[config.mk]
export PLATFORM = sky130hd
export DESIGN_NAME = ekf_stage_scheduler_flat
export DESIGN_NICKNAME = d
export VERILOG_FILES = /design/src/rtl/ekf_stage_scheduler_if.sv /design/src/rtl/ekf_stage_scheduler.sv /design/src/flat_wrapper.sv
export SDC_FILE = /design/constraint.sdc
export NUM_CORES = 1
export LEC_CHECK = 0
export ABC_CLOCK_PERIOD_IN_PS = 3500
export BUFFER_PORTS_ARGS = -buffer_cell sky130_fd_sc_hd__buf_2
export CAP_MARGIN = 20
export CORE_MARGIN = 1.5
export CORE_UTILIZATION = 52
export CTS_BUF_LIST = sky130_fd_sc_hd__clkbuf_4 sky130_fd_sc_hd__clkbuf_8
export DETAILED_ROUTE_END_ITERATION = 12
export PLACE_DENSITY = 0.79
export SETUP_SLACK_MARGIN = 0.2
export SYNTH_ARGS = -nofsm -noshare
export SYNTH_HDL_FRONTEND = slang
export SYNTH_SLANG_ARGS = --single-unit
[constraint.sdc]
create_clock -name clk -period 3.5 [get_ports clk]
set_clock_uncertainty 0.05 [all_clocks]
set_input_delay 0.7 -clock clk [delete_from_list [all_inputs] [get_ports clk]]
set_output_delay 0.7 -clock clk [all_outputs]
set_load 0.03 [all_outputs]
[src/rtl/ekf_stage_scheduler_if.sv]
// ekf_stage_scheduler_if
//   Groups the handshake and operand signals of the EKF stage scheduler.
//   slave  : the scheduler itself. It accepts sensor packets, drives stage
//            requests and operands.
//   master : the environment. This is the sensor front end plus PE_config.
// Signals:
//   odo_val/odo_rdy, odo_v, odo_w          odometry packet handshake
//   obs_val/obs_rdy, obs_id, obs_r, obs_b  observation packet handshake
//   stage_val (one-hot), stage_rdy         stage request / PE_config status
//   cur_v, cur_w, cur_id, cur_r, cur_b     operands for the running stage
//   lm_cnt, stage_done, obs_err            landmark count and event pulses
interface ekf_stage_scheduler_if #(
  parameter int RSA_DW = 16,
  parameter int LM_IDW = 9
);
  logic              odo_val;
  logic              odo_rdy;
  logic [RSA_DW-1:0] odo_v;
  logic [RSA_DW-1:0] odo_w;
  logic              obs_val;
  logic              obs_rdy;
  logic [LM_IDW-1:0] obs_id;
  logic [RSA_DW-1:0] obs_r;
  logic [RSA_DW-1:0] obs_b;
  logic [2:0]        stage_val;
  logic [2:0]        stage_rdy;
  logic [RSA_DW-1:0] cur_v;
  logic [RSA_DW-1:0] cur_w;
  logic [LM_IDW-1:0] cur_id;
  logic [RSA_DW-1:0] cur_r;
  logic [RSA_DW-1:0] cur_b;
  logic [LM_IDW-1:0] lm_cnt;
  logic              stage_done;
  logic              obs_err;

  modport master (
    output odo_val, odo_v, odo_w, obs_val, obs_id, obs_r, obs_b, stage_rdy,
    input  odo_rdy, obs_rdy, stage_val, cur_v, cur_w, cur_id, cur_r, cur_b,
           lm_cnt, stage_done, obs_err
  );

  modport slave (
    input  odo_val, odo_v, odo_w, obs_val, obs_id, obs_r, obs_b, stage_rdy,
    output odo_rdy, obs_rdy, stage_val, cur_v, cur_w, cur_id, cur_r, cur_b,
           lm_cnt, stage_done, obs_err
  );
endinterface

[src/rtl/ekf_stage_scheduler.sv]
// ekf_stage_scheduler
//   This block sits upstream of PE_config and sequences its EKF stages.
//   Odometry is latched into a single pending register. Observations are
//   queued in a small FIFO.
//   An IDLE/ISSUE/WAIT_DONE FSM chooses the next stage. PRD is chosen when
//   odometry is pending. NEW or UPD is chosen from the FIFO head. The FSM
//   issues the chosen stage over stage_val/stage_rdy and then waits until
//   PE_config reports that it is ready again.
// Ports:
//   clk      clock
//   sys_rst  synchronous active-high reset
//   bus      ekf_stage_scheduler_if.slave (see interface header)
module ekf_stage_scheduler #(
  parameter int RSA_DW       = 16,
  parameter int LM_IDW       = 9,
  parameter int MAX_LANDMARK = 500,
  parameter int FIFO_DEPTH   = 4
) (
  input  logic                  clk,
  input  logic                  sys_rst,
  ekf_stage_scheduler_if.slave  bus
);

  localparam int PTR_W = (FIFO_DEPTH > 1) ? $clog2(FIFO_DEPTH) : 1;
  localparam int CNT_W = $clog2(FIFO_DEPTH + 1);

  typedef enum logic [1:0] {IDLE, ISSUE, WAIT_DONE} state_e;

  // The encoding is identical to the one-hot stage_val code seen by PE_config.
  typedef enum logic [2:0] {
    STG_NONE = 3'b000,
    STG_PRD  = 3'b001,
    STG_NEW  = 3'b010,
    STG_UPD  = 3'b100
  } stage_e;

  typedef struct packed {
    logic [LM_IDW-1:0] id;
    logic [RSA_DW-1:0] r;
    logic [RSA_DW-1:0] b;
  } obs_t;

  state_e            state_q, state_d;
  stage_e            stage_q, stage_d;
  logic              odo_pend_q;
  logic [RSA_DW-1:0] cur_v_q, cur_w_q;
  logic [LM_IDW-1:0] lm_cnt_q;
  logic              stage_done_q, obs_err_q;

  obs_t              fifo_mem [FIFO_DEPTH];
  logic [PTR_W-1:0]  wr_ptr_q, rd_ptr_q;
  logic [CNT_W-1:0]  fifo_cnt_q;
  obs_t              head;
  logic              fifo_empty, fifo_full;

  logic odo_hs, obs_push, fifo_pop, drop, done, clr_odo, inc_lm;

  assign fifo_empty = (fifo_cnt_q == '0);
  assign fifo_full  = (fifo_cnt_q == CNT_W'(FIFO_DEPTH));
  assign head       = fifo_mem[rd_ptr_q];

  // Odometry is refused while it is pending and also for the whole PRD
  // stage. This keeps cur_v/cur_w stable under the PRD nonlinear path.
  assign bus.odo_rdy = !sys_rst && !odo_pend_q &&
                       !(state_q != IDLE && stage_q == STG_PRD);
  assign bus.obs_rdy = !sys_rst && !fifo_full;
  assign odo_hs      = bus.odo_val && bus.odo_rdy;
  assign obs_push    = bus.obs_val && bus.obs_rdy;

  assign bus.stage_val  = (!sys_rst && state_q == ISSUE) ? stage_q : STG_NONE;
  assign bus.cur_v      = cur_v_q;
  assign bus.cur_w      = cur_w_q;
  // Head fields read as zero while the FIFO is empty or in reset. This avoids
  // exposing stale entries and entries that were never written.
  assign bus.cur_id     = (sys_rst || fifo_empty) ? '0 : head.id;
  assign bus.cur_r      = (sys_rst || fifo_empty) ? '0 : head.r;
  assign bus.cur_b      = (sys_rst || fifo_empty) ? '0 : head.b;
  assign bus.lm_cnt     = lm_cnt_q;
  assign bus.stage_done = stage_done_q;
  assign bus.obs_err    = obs_err_q;

  // NOTE: every output of this block gets a default before the case, so no
  // path can leave one unassigned and infer a latch.
  always_comb begin
    state_d = state_q;
    stage_d = stage_q;
    drop    = 1'b0;
    done    = 1'b0;
    clr_odo = 1'b0;
    inc_lm  = 1'b0;
    unique case (state_q)
      IDLE: begin
        if (odo_pend_q) begin
          stage_d = STG_PRD;
          state_d = ISSUE;
        end else if (!fifo_empty) begin
          if (head.id < lm_cnt_q) begin
            stage_d = STG_UPD;
            state_d = ISSUE;
          end else if (head.id == lm_cnt_q &&
                       lm_cnt_q < LM_IDW'(MAX_LANDMARK)) begin
            stage_d = STG_NEW;
            state_d = ISSUE;
          end else begin
            // The id skips ahead of the map, or the map is full.
            drop = 1'b1;
          end
        end
      end
      ISSUE: begin
        // PE_config reports that it is busy, which means it took the request.
        if (bus.stage_rdy == 3'b000) begin
          state_d = WAIT_DONE;
          clr_odo = (stage_q == STG_PRD);
        end
      end
      WAIT_DONE: begin
        if (bus.stage_rdy == 3'b111) begin
          done    = 1'b1;
          inc_lm  = (stage_q == STG_NEW);
          state_d = IDLE;
        end
      end
      default: state_d = IDLE;
    endcase
  end

  assign fifo_pop = drop || (done && stage_q != STG_PRD);

  // NOTE: state registers use non-blocking assignment only. All registers then
  // update together at the edge, whatever order the always blocks evaluate in.
  always_ff @(posedge clk) begin
    if (sys_rst) begin
      state_q <= IDLE;
      stage_q <= STG_NONE;
    end else begin
      state_q <= state_d;
      stage_q <= stage_d;
    end
  end

  always_ff @(posedge clk) begin
    if (sys_rst) begin
      odo_pend_q   <= 1'b0;
      cur_v_q      <= '0;
      cur_w_q      <= '0;
      lm_cnt_q     <= '0;
      stage_done_q <= 1'b0;
      obs_err_q    <= 1'b0;
      wr_ptr_q     <= '0;
      rd_ptr_q     <= '0;
      fifo_cnt_q   <= '0;
    end else begin
      stage_done_q <= done;
      obs_err_q    <= drop;
      if (odo_hs) begin
        odo_pend_q <= 1'b1;
        cur_v_q    <= bus.odo_v;
        cur_w_q    <= bus.odo_w;
      end else if (clr_odo) begin
        odo_pend_q <= 1'b0;
      end
      if (inc_lm) lm_cnt_q <= lm_cnt_q + 1'b1;
      if (obs_push) wr_ptr_q <= wr_ptr_q + 1'b1;
      if (fifo_pop) rd_ptr_q <= rd_ptr_q + 1'b1;
      unique case ({obs_push, fifo_pop})
        2'b10:   fifo_cnt_q <= fifo_cnt_q + 1'b1;
        2'b01:   fifo_cnt_q <= fifo_cnt_q - 1'b1;
        default: fifo_cnt_q <= fifo_cnt_q;
      endcase
    end
  end

  // NOTE: the FIFO storage has no reset. Resetting the pointers and the count
  // already empties the FIFO, and no entry is read before it is written.
  always_ff @(posedge clk) begin
    if (obs_push) fifo_mem[wr_ptr_q] <= '{id: bus.obs_id, r: bus.obs_r, b: bus.obs_b};
  end

endmodule

[src/flat_wrapper.sv]
// flat-port wrapper written by rule: the top's interface ports become plain ports
module ekf_stage_scheduler_flat 
#(
  parameter int RSA_DW       = 16,
  parameter int LM_IDW       = 9,
  parameter int MAX_LANDMARK = 500,
  parameter int FIFO_DEPTH   = 4
)
  (clk, sys_rst, bus_odo_val, bus_odo_v, bus_odo_w, bus_obs_val, bus_obs_id, bus_obs_r, bus_obs_b, bus_stage_rdy, bus_odo_rdy, bus_obs_rdy, bus_stage_val, bus_cur_v, bus_cur_w, bus_cur_id, bus_cur_r, bus_cur_b, bus_lm_cnt, bus_stage_done, bus_obs_err);
  ekf_stage_scheduler_if #(.RSA_DW(RSA_DW), .LM_IDW(LM_IDW)) bus_i ();
  input  logic clk;
  input  logic sys_rst;
  input wire logic [$bits(bus_i.odo_val)-1:0] bus_odo_val;
  input wire logic [$bits(bus_i.odo_v)-1:0] bus_odo_v;
  input wire logic [$bits(bus_i.odo_w)-1:0] bus_odo_w;
  input wire logic [$bits(bus_i.obs_val)-1:0] bus_obs_val;
  input wire logic [$bits(bus_i.obs_id)-1:0] bus_obs_id;
  input wire logic [$bits(bus_i.obs_r)-1:0] bus_obs_r;
  input wire logic [$bits(bus_i.obs_b)-1:0] bus_obs_b;
  input wire logic [$bits(bus_i.stage_rdy)-1:0] bus_stage_rdy;
  output wire logic [$bits(bus_i.odo_rdy)-1:0] bus_odo_rdy;
  output wire logic [$bits(bus_i.obs_rdy)-1:0] bus_obs_rdy;
  output wire logic [$bits(bus_i.stage_val)-1:0] bus_stage_val;
  output wire logic [$bits(bus_i.cur_v)-1:0] bus_cur_v;
  output wire logic [$bits(bus_i.cur_w)-1:0] bus_cur_w;
  output wire logic [$bits(bus_i.cur_id)-1:0] bus_cur_id;
  output wire logic [$bits(bus_i.cur_r)-1:0] bus_cur_r;
  output wire logic [$bits(bus_i.cur_b)-1:0] bus_cur_b;
  output wire logic [$bits(bus_i.lm_cnt)-1:0] bus_lm_cnt;
  output wire logic [$bits(bus_i.stage_done)-1:0] bus_stage_done;
  output wire logic [$bits(bus_i.obs_err)-1:0] bus_obs_err;
  assign bus_i.odo_val = bus_odo_val;
  assign bus_i.odo_v = bus_odo_v;
  assign bus_i.odo_w = bus_odo_w;
  assign bus_i.obs_val = bus_obs_val;
  assign bus_i.obs_id = bus_obs_id;
  assign bus_i.obs_r = bus_obs_r;
  assign bus_i.obs_b = bus_obs_b;
  assign bus_i.stage_rdy = bus_stage_rdy;
  assign bus_odo_rdy = bus_i.odo_rdy;
  assign bus_obs_rdy = bus_i.obs_rdy;
  assign bus_stage_val = bus_i.stage_val;
  assign bus_cur_v = bus_i.cur_v;
  assign bus_cur_w = bus_i.cur_w;
  assign bus_cur_id = bus_i.cur_id;
  assign bus_cur_r = bus_i.cur_r;
  assign bus_cur_b = bus_i.cur_b;
  assign bus_lm_cnt = bus_i.lm_cnt;
  assign bus_stage_done = bus_i.stage_done;
  assign bus_obs_err = bus_i.obs_err;
  ekf_stage_scheduler #(.RSA_DW(RSA_DW), .LM_IDW(LM_IDW), .MAX_LANDMARK(MAX_LANDMARK), .FIFO_DEPTH(FIFO_DEPTH)) u_core (.clk(clk), .sys_rst(sys_rst), .bus(bus_i));
endmodule
==> results.md <==
- Fin util: 65.9%
- Top_reg_cell synth: edfxtp_1
- Sequential fraction of the synthesis area: 68.5%
- Crit-path max cell delay: 550 ps
- Worst R2R Setup Slack: 170 ps
- CP max-delay cell: mux4_2
- PortBufs: 168
- Slew Viols, Final: 0
- Drt via density: 5.34
- Fraction of registers with async set/reset: 0%
- WP data required: 3890 ps
- EDFF count, synth: 164
- Most frequent cells in the layout: buf_2, edfxtp_1, nand2_1
- Share of the synthesized area in the top cell type: 55.5%
- Post-route clock period utilization: 95.3%
- Initial Utilization: 53.3%
- Post-synth top area cell: edfxtp_1
- Deepest clock path buffer count: 3
- First-pass GRT wire length: 29.9 mm
- Hold_sp: bus_odo_v[0]
- Commonest non-fill, non-tap cell in the layout: buf_2
- Post-DP HPWL: 12.2 mm
- DR vias: 5523
- Crit Path Max Fanout: 6
- Synthesized area: 8880 µm²
- Count of state elements after synthesis: 222
- Status: finished, final reports clean
- Critical path endpoint category: flip-flop
- CTS buffer count: 37
- Final WL: 19.0 mm
- Hold path cells: 3
- Clk Latency, worst-skew pair: 520 ps
- Worst hold path endpoint: u_core.bus.cur_v[0]
- DR DRC count: 0
- Max-cap violation count: 0
- Tmin final: 3330 ps
- Chip width: 134 µm
- Pwr dens: 628 nW/µm²
- Fraction of layout cells with a size suffix above 1: 39.7%
- Pin count of the biggest net entering global routing: 56
- Final Hold Fails: 0
- Initial antenna violation count: 2
- Critical path arrival: 3730 ps
- Layout Nets: 882
- Root Driver: clkbuf_8
- Total power draw: 6900 µW
- Synth area leaders: edfxtp_1, dfxtp_1, mux4_2
- RR Endpoint: u_core.fifo_cnt_q[2]
- Total global routing overflow: 0
- Most frequent cell on the critical path: ha_4
- Post-synth cell types: 45
- R2R depth: 14
- RSZ-0062 raised after global routing: true
- Syn avg cell area: 15.3 µm²
- Critical-path cell list: buf_6, mux4_2, ha_4, nand2_1, or2_4, a21oi_4, o21bai_4, o22ai_4, ha_4, inv_2, fa_2, xor2_1, or3_1, a21oi_1
- Initial DRT Pass Iterations: 5
- Static Leakage: 0.00427 µW
- Worst slew pin tran: 721 ps
- Clock tree sinks: 222
- HP Class: in2reg
- Routed Antenna Nets: 0
- Vias in the first global route: 5932
- Routed len/inst: 18.4 µm
- TritonCTS clock tree: built
- Die ar.: 17900 µm²
- Post-Syn Nets: 678
- DIE HEIGHT: 134 µm
- Area added between synthesis and finish: 23.6%
- Syn. warnings: 0
- Clock-pin slew on the worst setup and hold paths: 60 ps
- CTS H-tree depth: 2
- CP Launch Type: flip-flop
- # hold bufs at CTS: 0
- Worst vdd ir: 0.444 mV
- Global Route Usage Sum: 21.4%
- Fmax: 300 MHz
- Crit Path Class: reg2reg
- # rows: 47
- DRT iter0 DRCs: 270
- I/O pins: 169
- Post-synthesis cell count: 582
- Final setup viols: 0
- Slew HR: 51.8%
- Core Region: 16600 µm²
- Gpl congestion: 0.818
synth_stat cells (6+ instances only):
master and instances:
edfxtp_1 164, nand2_1 75, dfxtp_1 58, and2_1 42, mux4_2 41, nand3b_1 33
nor2_1 23, inv_1 17, clkbuf_1 16, ha_1 15, a21oi_1 12, buf_2 7
xnor2_1 7, and3_1 6, buf_1 6, o21ai_0 6
critical path: cells and delay by family (launching register included):
kind,cells,cell delay (ps)
adder cells (fa/ha/maj),3,780
XOR/XNOR,1,150
buffers and inverters,2,180
AO/OA/AOI/OAI,4,530
multiplexers,1,550
flip-flops,1,410
AND/OR/NAND/NOR,3,620
layout make-up:
cell class / instances / area (µm²)
multi-input cells: 314 / 2760
clock inverters: 13 / 60.1
clock buffers: 52 / 628
inverters: 17 / 63.8
fillers: 1224 / 5670
well taps: 220 / 275
diodes: 2 / 5.00
repair buffers: 194 / 1090
flip-flops and latches: 222 / 6090
worst max path at each step:
stage	start	endpoint	slack, ps	cells after the start
after floorplan	flip-flop	u_core.fifo_cnt_q[2]	150	15
after global placement	flip-flop	u_core.fifo_cnt_q[2]	120	13
after detailed placement	flip-flop	u_core.fifo_cnt_q[2]	-0.7	13
after CTS	flip-flop	u_core.fifo_cnt_q[2]	160	14
after global routing	flip-flop	u_core.fifo_cnt_q[2]	-5	14
final	flip-flop	u_core.fifo_cnt_q[2]	170	14
flip-flops by register name, indices dropped and copies added (netlist names), named ones only:
register	cells
u_core.bus.stage_done	1
u_core.stage_q	3
u_core.fifo_cnt_q	3
u_core.wr_ptr_q	2
u_core.odo_pend_q	1
u_core.fifo_mem	164
u_core.bus.cur_w	16
u_core.bus.lm_cnt	9
u_core.state_q	2
u_core.bus.cur_v	16
u_core.rd_ptr_q	2
u_core.bus.obs_err	1
where the power goes:
group          total [µW]  switching (µW)  internal (µW)
sequential           3080            96.8           2990
combinational        1700             985            713
clock                2120             957           1160
stage by stage:
step | setup slack (ps) | instances | hold slack (ps) | area, µm² | TNS (ps)
2_1_floorplan | 146 | 582 | 408 | 8950 | 0
3_3_place_gp | 119 | 954 | 407 | 10100 | 0
3_5_place_dp | -0.707 | 954 | 408 | 10100 | -0.707
4_1_cts | 162 | 1029 | 291 | 10900 | 0
5_1_grt | -4.52 | 1033 | 302 | 11000 | -4.52
6_report | 166 | 1034 | 323 | 11000 | 0
logic make-up (layout without fill, tap and decap cells):
logic type / after synthesis / count (layout) / share of synthesized area [%]
AO/OA/AOI/OAI: 36 / 36 / 2.64
XOR/XNOR: 9 / 9 / 0.888
adder cells (fa/ha/maj): 16 / 16 / 2.34
buffers and inverters: 46 / 276 / 2.04
flip-flops: 222 / 222 / 68.5
multiplexers: 42 / 42 / 10.5
other: 0 / 2 / 0
AND/OR/NAND/NOR: 211 / 211 / 13.0
layer usage:
metal	global-route usage, %	wire length (µm)	vias up
li1	-	-	2577
met1	26.3	7830	2748
met2	36.6	9760	177
met3	5.97	1190	21
met4	7.85	238	0
met5	0	0	-
timing repair:
action | 4_1_cts | 5_1_grt
endpoints found under the setup margin | 4 | 8
pin swaps | 5 | 8
buffers inserted | 10 | 3
resized for setup | 7 | 10
Note: power is estimated with default switching activity, not from simulation.
